--- src/rtl/regfile_pkg.sv ---
`default_nettype none
// ------------------------------------------------------------------
// regfile_pkg : shared state type, default sizes and address helper
//               for the regfile_mp register file.          Rev 1.0
// ------------------------------------------------------------------
package regfile_pkg;

  typedef enum logic [1:0] {
    RF_CLEAR = 2'b00,
    RF_READY = 2'b01
  } rf_state_t;

  localparam int c_DEF_XLEN  = 64;
  localparam int c_DEF_NREGS = 32;
  localparam int c_DEF_NRD   = 2;

  function automatic int rf_aw(input int nregs);
    return $clog2(nregs);
  endfunction

endpackage
`default_nettype wire

--- src/rtl/regfile_read_port.sv ---
`default_nettype none
// ------------------------------------------------------------------
// regfile_read_port : one registered read port with x0 check and the
//                     REGFILE_BYPASS_EN write-through mux.   Rev 1.0
// ------------------------------------------------------------------
module regfile_read_port
  import regfile_pkg::*;
#(
  parameter int XLEN  = c_DEF_XLEN,
  parameter int NREGS = c_DEF_NREGS,
  localparam int AW   = rf_aw(NREGS)
) (
  input  logic                    clk,
  input  logic                    rst,
  input  logic                    i_ready,
  input  logic [AW-1:0]           i_addr,
  input  logic [NREGS*XLEN-1:0]   i_regs,
`ifdef REGFILE_BYPASS_EN
  input  logic                    i_we,
  input  logic [AW-1:0]           i_wa,
  input  logic [XLEN-1:0]         i_wdata,
`endif
  output logic [XLEN-1:0]         o_data
);

  logic [XLEN-1:0] w_regs [NREGS];
  logic [XLEN-1:0] w_data;
  logic [XLEN-1:0] r_data;

  for (genvar j = 0; j < NREGS; j++) begin : g_unpack
    assign w_regs[j] = i_regs[j*XLEN +: XLEN];
  end

  always_comb begin
    w_data = '0;
    if (i_addr != '0) begin
      w_data = w_regs[i_addr];
    end
`ifdef REGFILE_BYPASS_EN
    // Nonzero match implies i_addr is nonzero, so x0 can never be forwarded.
    if (i_we && (i_wa != '0) && (i_wa == i_addr)) begin
      w_data = i_wdata;
    end
`endif
  end

  always_ff @(posedge clk) begin
    if (rst || !i_ready) begin
      r_data <= '0;
    end else begin
      r_data <= w_data;
    end
  end

  assign o_data = r_data;

endmodule
`default_nettype wire

--- src/rtl/regfile_mp.sv ---
`default_nettype none
// ------------------------------------------------------------------
// regfile_mp : multi-read-port register file with reset clear sweep;
//              REGFILE_BYPASS_EN enables write-to-read bypass. Rev 1.0
// ------------------------------------------------------------------
module regfile_mp
  import regfile_pkg::*;
#(
  parameter int XLEN  = c_DEF_XLEN,
  parameter int NREGS = c_DEF_NREGS,
  parameter int NRD   = c_DEF_NRD,
  localparam int AW   = rf_aw(NREGS)
) (
  input  logic                  clk,
  input  logic                  reset,
  input  logic [NRD*AW-1:0]     rs,
  input  logic [AW-1:0]         rd,
  input  logic [XLEN-1:0]       WriteData,
  input  logic                  RegWrite,
  output logic [NRD*XLEN-1:0]   ReadData,
  output logic                  busy
);

  localparam logic [AW-1:0] c_LAST = AW'(NREGS - 1);

  rf_state_t               r_state;
  rf_state_t               w_state_nxt;
  logic [AW-1:0]           r_cnt;
  logic [AW-1:0]           w_cnt_nxt;
  logic [XLEN-1:0]         r_regs [NREGS];
  logic [NREGS*XLEN-1:0]   w_regs_flat;
  logic                    w_ready;
  logic                    w_clear;

  assign w_ready = (r_state == RF_READY);
  assign w_clear = (r_state == RF_CLEAR);
  assign busy    = ~w_ready;

  always_ff @(posedge clk) begin
    if (reset) begin
      r_state <= RF_CLEAR;
      r_cnt   <= '0;
    end else begin
      r_state <= w_state_nxt;
      r_cnt   <= w_cnt_nxt;
    end
  end

  always_comb begin
    w_state_nxt = r_state;
    w_cnt_nxt   = r_cnt;
    case (r_state)
      RF_CLEAR: begin
        w_cnt_nxt = r_cnt + AW'(1);
        if (r_cnt == c_LAST) begin
          w_state_nxt = RF_READY;
        end
      end
      RF_READY: w_state_nxt = RF_READY;
      default: begin
        w_state_nxt = RF_CLEAR;
        w_cnt_nxt   = '0;
      end
    endcase
  end

  // The array has no reset: the sweep is what clears it, one entry per cycle.
  always_ff @(posedge clk) begin
    if (!reset) begin
      if (w_clear) begin
        r_regs[r_cnt] <= '0;
      end else if (w_ready && RegWrite && (rd != '0)) begin
        r_regs[rd] <= WriteData;
      end
    end
  end

  for (genvar j = 0; j < NREGS; j++) begin : g_flat
    assign w_regs_flat[j*XLEN +: XLEN] = r_regs[j];
  end

  for (genvar i = 0; i < NRD; i++) begin : g_rdport
    regfile_read_port #(
      .XLEN  (XLEN),
      .NREGS (NREGS)
    ) u_port (
      .clk     (clk),
      .rst     (reset),
      .i_ready (w_ready),
      .i_addr  (rs[i*AW +: AW]),
      .i_regs  (w_regs_flat),
`ifdef REGFILE_BYPASS_EN
      .i_we    (RegWrite),
      .i_wa    (rd),
      .i_wdata (WriteData),
`endif
      .o_data  (ReadData[i*XLEN +: XLEN])
    );
  end

endmodule
`default_nettype wire

--- config.mk ---
export PLATFORM = sky130hd
export DESIGN_NAME = regfile_mp
export DESIGN_NICKNAME = d
export VERILOG_FILES = /design/src/rtl/regfile_pkg.sv /design/src/rtl/regfile_read_port.sv /design/src/rtl/regfile_mp.sv
export SDC_FILE = /design/constraint.sdc
export NUM_CORES = 2
export LEC_CHECK = 0
export BUFFER_PORTS_ARGS = -buffer_cell sky130_fd_sc_hd__buf_2
export CORE_MARGIN = 4
export CORE_UTILIZATION = 30
export DETAILED_ROUTE_END_ITERATION = 8
export GPL_ROUTABILITY_DRIVEN = 0
export GPL_TIMING_DRIVEN = 0
export PLACE_DENSITY = 0.5
export RECOVER_POWER = 50
export SLEW_MARGIN = 20
export SYNTH_ARGS = -nofsm -noshare
export SYNTH_HDL_FRONTEND = slang
export SYNTH_HIERARCHICAL = 1
export SYNTH_SLANG_ARGS = --single-unit
--- constraint.sdc ---
create_clock -name clk -period 17.3 [get_ports clk]
set_input_delay 2.595 -clock clk [delete_from_list [all_inputs] [get_ports clk]]
set_output_delay 2.595 -clock clk [all_outputs]
set_load 0.01 [all_outputs]
==> impl_table.tex <==
\begin{tabular}{lr}
\hline
Metric & Value \\
\hline
\multicolumn{2}{l}{\textbf{Worst hold path}} \\
Path type of the worst min-delay path & flip-flop to flip-flop \\
\multicolumn{2}{l}{\textbf{Routing}} \\
Detailed-router iteration count before antenna repair & 5 \\
Routed WL & between 300000 and 400000 um \\
Detail-routed via count per cell & about 5.6 \\
Post-route DRC & 0 \\
Iteration-0 DRC Markers & $\sim$7400 \\
Total via count in the routed design & between 60000 and 70000 \\
Average routed wire per standard cell & approximately 33 um \\
Number of nets still failing antenna checks after routing & 0 \\
\multicolumn{2}{l}{\textbf{STA}} \\
Worst-margin pin slew & 2.32 ns \\
Total negative setup slack & 0 ns \\
Final slew viol count & roughly 1500 \\
Endpoints failing hold & 0 \\
Max Clk Rate & approximately 140 MHz \\
Post-route fraction of the period consumed by the critical path & between 40\% and 50\% \\
Setup violations, final & 0 \\
Relative slew slack & -55.0\% \\
Unrepaired setup endpoints after global routing & false \\
Final worst path period need & about 7.4 ns \\
Worst setup skew after layout & between 0.03 and 0.04 ns \\
\multicolumn{2}{l}{\textbf{Clock network}} \\
CTS sink cnt & between 2000 and 2500 \\
Largest buffer count on any clock path & 4 \\
CTS tree & yes \\
Worst-path clk slew & 0.06 ns \\
Total setup buffers inserted after CTS & 0 \\
Clk Tree Root Cell & sky130\_fd\_sc\_hd\_\_clkbuf\_16 \\
Clock insertion delay at the later pin of the skew report & roughly 0.9 ns \\
Number of clock buffers inserted by TritonCTS & about 260 \\
Number of buffers added to fix hold violations after cts & 0 \\
Number of resized instances in the post-cts repair step & 0 \\
Total number of H-tree levels & 5 \\
\multicolumn{2}{l}{\textbf{Global routing}} \\
Wire length of the first global-routing pass & 497000 um \\
Vias in the first global route & a little over 60000 \\
Global route total overflow & 0 \\
Pin count of the biggest net entering global routing & 33 \\
Initial antenna violation count & 41 \\
Gr usage total & around a fifth \\
\multicolumn{2}{l}{\textbf{Critical path}} \\
Kind of start point of the critical path & input port \\
Worst endpoint required time & $\sim$18 ns \\
CP max FO & 16 \\
Critical path class & input port to flip-flop \\
Worst reg-to-reg setup slack & 11.54 ns \\
Type of element capturing the critical path & flip-flop \\
Data arrival at the endpoint of the critical path & around 8.0 ns \\
\multicolumn{2}{l}{\textbf{Floorplan}} \\
Std-Cell Rows & 210 \\
Chip Width & 581 um \\
Die Area & around 340000 um\^{}2 \\
Die Span Y & 581 um \\
Core ar. & 327000 um\^{}2 \\
IO Count & 211 \\
Initial standard-cell utilization of the core & 30.1\% \\
\multicolumn{2}{l}{\textbf{Place}} \\
Sum of net half-perimeters after detailed placement & 256000 um \\
I/O Buffers & approximately 200 \\
\multicolumn{2}{l}{\textbf{Power}} \\
Power share of the sequential group & between 40\% and 50\% \\
P\_sw & $\sim$2700 uW \\
Pwr dens & 103 nW/um\^{}2 \\
Leakage power of the design & about 0.036 uW \\
Peak supply drop & about 0.076 mV \\
Net switching fraction of the power & $\sim$23\% \\
Internal Pwr Total & $\sim$9100 uW \\
Relative contribution of the clock network to total power & 46.0\% \\
Logic gate share of total power & $\sim$5.6\% \\
\multicolumn{2}{l}{\textbf{Finish}} \\
Core Util, Final & between 30\% and 40\% \\
Number of nets in the layout & 6471 \\
Share of cells above drive strength 1 & between 20\% and 30\% \\
Commonest cells after routing, fill and taps aside & sky130\_fd\_sc\_hd\_\_edfxtp\_1, sky130\_fd\_sc\_hd\_\_mux2i\_1, sky130\_fd\_sc\_hd\_\_a22oi\_1 \\
Most common cell after layout, fill and taps aside & sky130\_fd\_sc\_hd\_\_edfxtp\_1 \\
Count of filler cells inserted in the layout & approximately 31000 \\
Growth of design area from synthesis to finish & 17.0\% \\
\multicolumn{2}{l}{\textbf{Status}} \\
Violated checks & max-capacitance violations, max-slew violations \\
Outcome & finished, violations left \\
\multicolumn{2}{l}{\textbf{Synthesis}} \\
Area of the mapped netlist & between 90000 and 100000 um\^{}2 \\
Top flip-flop cell by instance count after synthesis & sky130\_fd\_sc\_hd\_\_edfxtp\_1 \\
Average footprint of a synthesized cell & around 17 um\^{}2 \\
EDFF count, synth & between 2000 and 2500 \\
Instance count of the mapped netlist & approximately 5800 \\
Flop and latch count out of synthesis & roughly 2200 \\
Fraction of registers with async set or reset after synthesis & 0\% \\
Total nets after synthesis & $\sim$6000 \\
Sequential element share of the synthesized area & between 60\% and 70\% \\
Number of synthesis warnings & 6 \\
Unique cell type count in the Yosys netlist & 46 \\
\multicolumn{2}{l}{\textbf{Run}} \\
Max-cap check violation count & 64 \\
\hline
\end{tabular}
-- metrics by stage --
step	hold slack, ns	instances	setup WS (ns)	power [uW]	instance area (um^2)
after global placement	0.576	10300	0.471	6510	105000
after global routing	0.679	10900	9.55	12200	115000
after detailed placement	0.593	10500	10.29	6530	108000
final	0.606	11000	9.90	11900	115000
after floorplan	0.541	5763	8.23	6260	98400
after CTS	0.604	10900	11.26	12000	117000
-- path summary, 6_finish.rpt --
| kind | from | cells past startpoint | to |
|---|---|---|---|
| min | r_cnt[0] | 2 | r_cnt[0] |
| max | rd[4] | 9 | r_regs[2][26] |
| min reg2reg | r_cnt[0] | 2 | r_cnt[0] |
| max reg2reg | r_state[0] | 7 | r_regs[2][26] |
-- synth_stat cells (2+ instances only) --
cell                        number  share of area, %
sky130_fd_sc_hd__a211oi_1        2             0.015
sky130_fd_sc_hd__a21o_1          2             0.015
sky130_fd_sc_hd__a21oi_1       131              0.67
sky130_fd_sc_hd__a22oi_1       513               3.9
sky130_fd_sc_hd__a31oi_1         3             0.019
sky130_fd_sc_hd__and2_1         66              0.42
sky130_fd_sc_hd__and3_1          2             0.013
sky130_fd_sc_hd__buf_1          26             0.099
sky130_fd_sc_hd__buf_2         129              0.66
sky130_fd_sc_hd__buf_4          76              0.58
sky130_fd_sc_hd__buf_6          25              0.29
sky130_fd_sc_hd__clkbuf_1      182              0.69
sky130_fd_sc_hd__dfxtp_1       134               2.7
sky130_fd_sc_hd__edfxtp_1     2048                62
sky130_fd_sc_hd__ha_1            2             0.025
sky130_fd_sc_hd__inv_1           5             0.019
sky130_fd_sc_hd__mux2_2        128               1.5
sky130_fd_sc_hd__mux2i_1      1027                10
sky130_fd_sc_hd__mux4_2        512                12
sky130_fd_sc_hd__nand2_1       264               1.0
sky130_fd_sc_hd__nand2b_1        5             0.032
sky130_fd_sc_hd__nand3_1       257               1.3
sky130_fd_sc_hd__nand4_1       129              0.82
sky130_fd_sc_hd__nand4b_1        2             0.018
sky130_fd_sc_hd__nand4bb_1       2             0.023
sky130_fd_sc_hd__nor2_1         46              0.18
sky130_fd_sc_hd__nor2b_1         5             0.032
sky130_fd_sc_hd__nor3_1          8             0.041
sky130_fd_sc_hd__nor3_2          4             0.041
sky130_fd_sc_hd__nor3b_1         3             0.023
sky130_fd_sc_hd__nor4_2          2             0.025
sky130_fd_sc_hd__o21ai_0         4             0.020
sky130_fd_sc_hd__o21ai_2         2             0.018
sky130_fd_sc_hd__o22ai_1         4             0.025
sky130_fd_sc_hd__xor2_1          2             0.018
-- layer usage --
metal / routed length [um] / vias up / GRT usage [%] / part of all wire (%)
met2: 169000 / 2992 / 33.0 / 46
met1: 152000 / 33000 / 28.4 / 42
li1: - / 25100 / - / -
met3: 29000 / 586 / 4.15 / 8.0
met5: 80 / - / 0 / 0.022
met4: 13200 / 12 / 7.21 / 3.6
-- cells by family (layout without fill, tap and decap cells) --
group | after synthesis | count (layout) | synth area share, %
DFF | 2182 | 2182 | 65.2
muxes | 1667 | 1667 | 23.6
and+or+nand+nor | 800 | 800 | 4.02
AOI/OAI and AO/OA | 666 | 666 | 4.75
buffers and inverters | 443 | 1272 | 2.33
xor gates and xnor gates | 3 | 3 | 0.0267
adders and majority gates | 2 | 2 | 0.0254
other | 0 | 26 | 0
-- critical path, cell delays in order --
cell                       delay (ns)
sky130_fd_sc_hd__clkbuf_1        0.26
sky130_fd_sc_hd__or4_1           0.17
sky130_fd_sc_hd__clkbuf_1        0.23
sky130_fd_sc_hd__o21a_1          0.43
sky130_fd_sc_hd__clkbuf_1        1.69
sky130_fd_sc_hd__mux2i_1         0.46
sky130_fd_sc_hd__nor2_1          0.64
sky130_fd_sc_hd__clkbuf_1        1.12
sky130_fd_sc_hd__buf_12          0.27
-- flip-flops by register name, indices dropped and copies added, names as in the netlist --
name                    count
r_state                     1
r_regs                   2048
r_cnt                       5
g_rdport.u_port/o_data    128
-- area by class of cell --
class | count | area (um^2) | share of cell area, %
Clock buffer | 342 | 7120 | 6.18
Inverter | 5 | 18.8 | 0.0163
Timing Repair Buffer | 358 | 2770 | 2.41
Multi-Input combinational cell | 3138 | 32000 | 27.8
Buffer | 438 | 2300 | 1.99
Antenna cell | 26 | 65.1 | 0.0565
Clock inverter | 129 | 1260 | 1.10
Tap cell | 4346 | 5440 | 4.72
Sequential cell | 2182 | 64200 | 55.7
-- power groups by stage --
| stage | registers [uW] | clock network (uW) | logic (uW) |
|---|---|---|---|
| 6_report | 5740 | 5460 | 666 |
| 5_1_grt | 5740 | 5800 | 691 |
| 4_1_cts | 5740 | 5570 | 681 |
| 3_5_place_dp | 5850 | 0 | 679 |
| 3_3_place_gp | 5860 | 0 | 654 |
| 2_1_floorplan | 5850 | 0 | 415 |
Power figures use the tool's default switching activity.
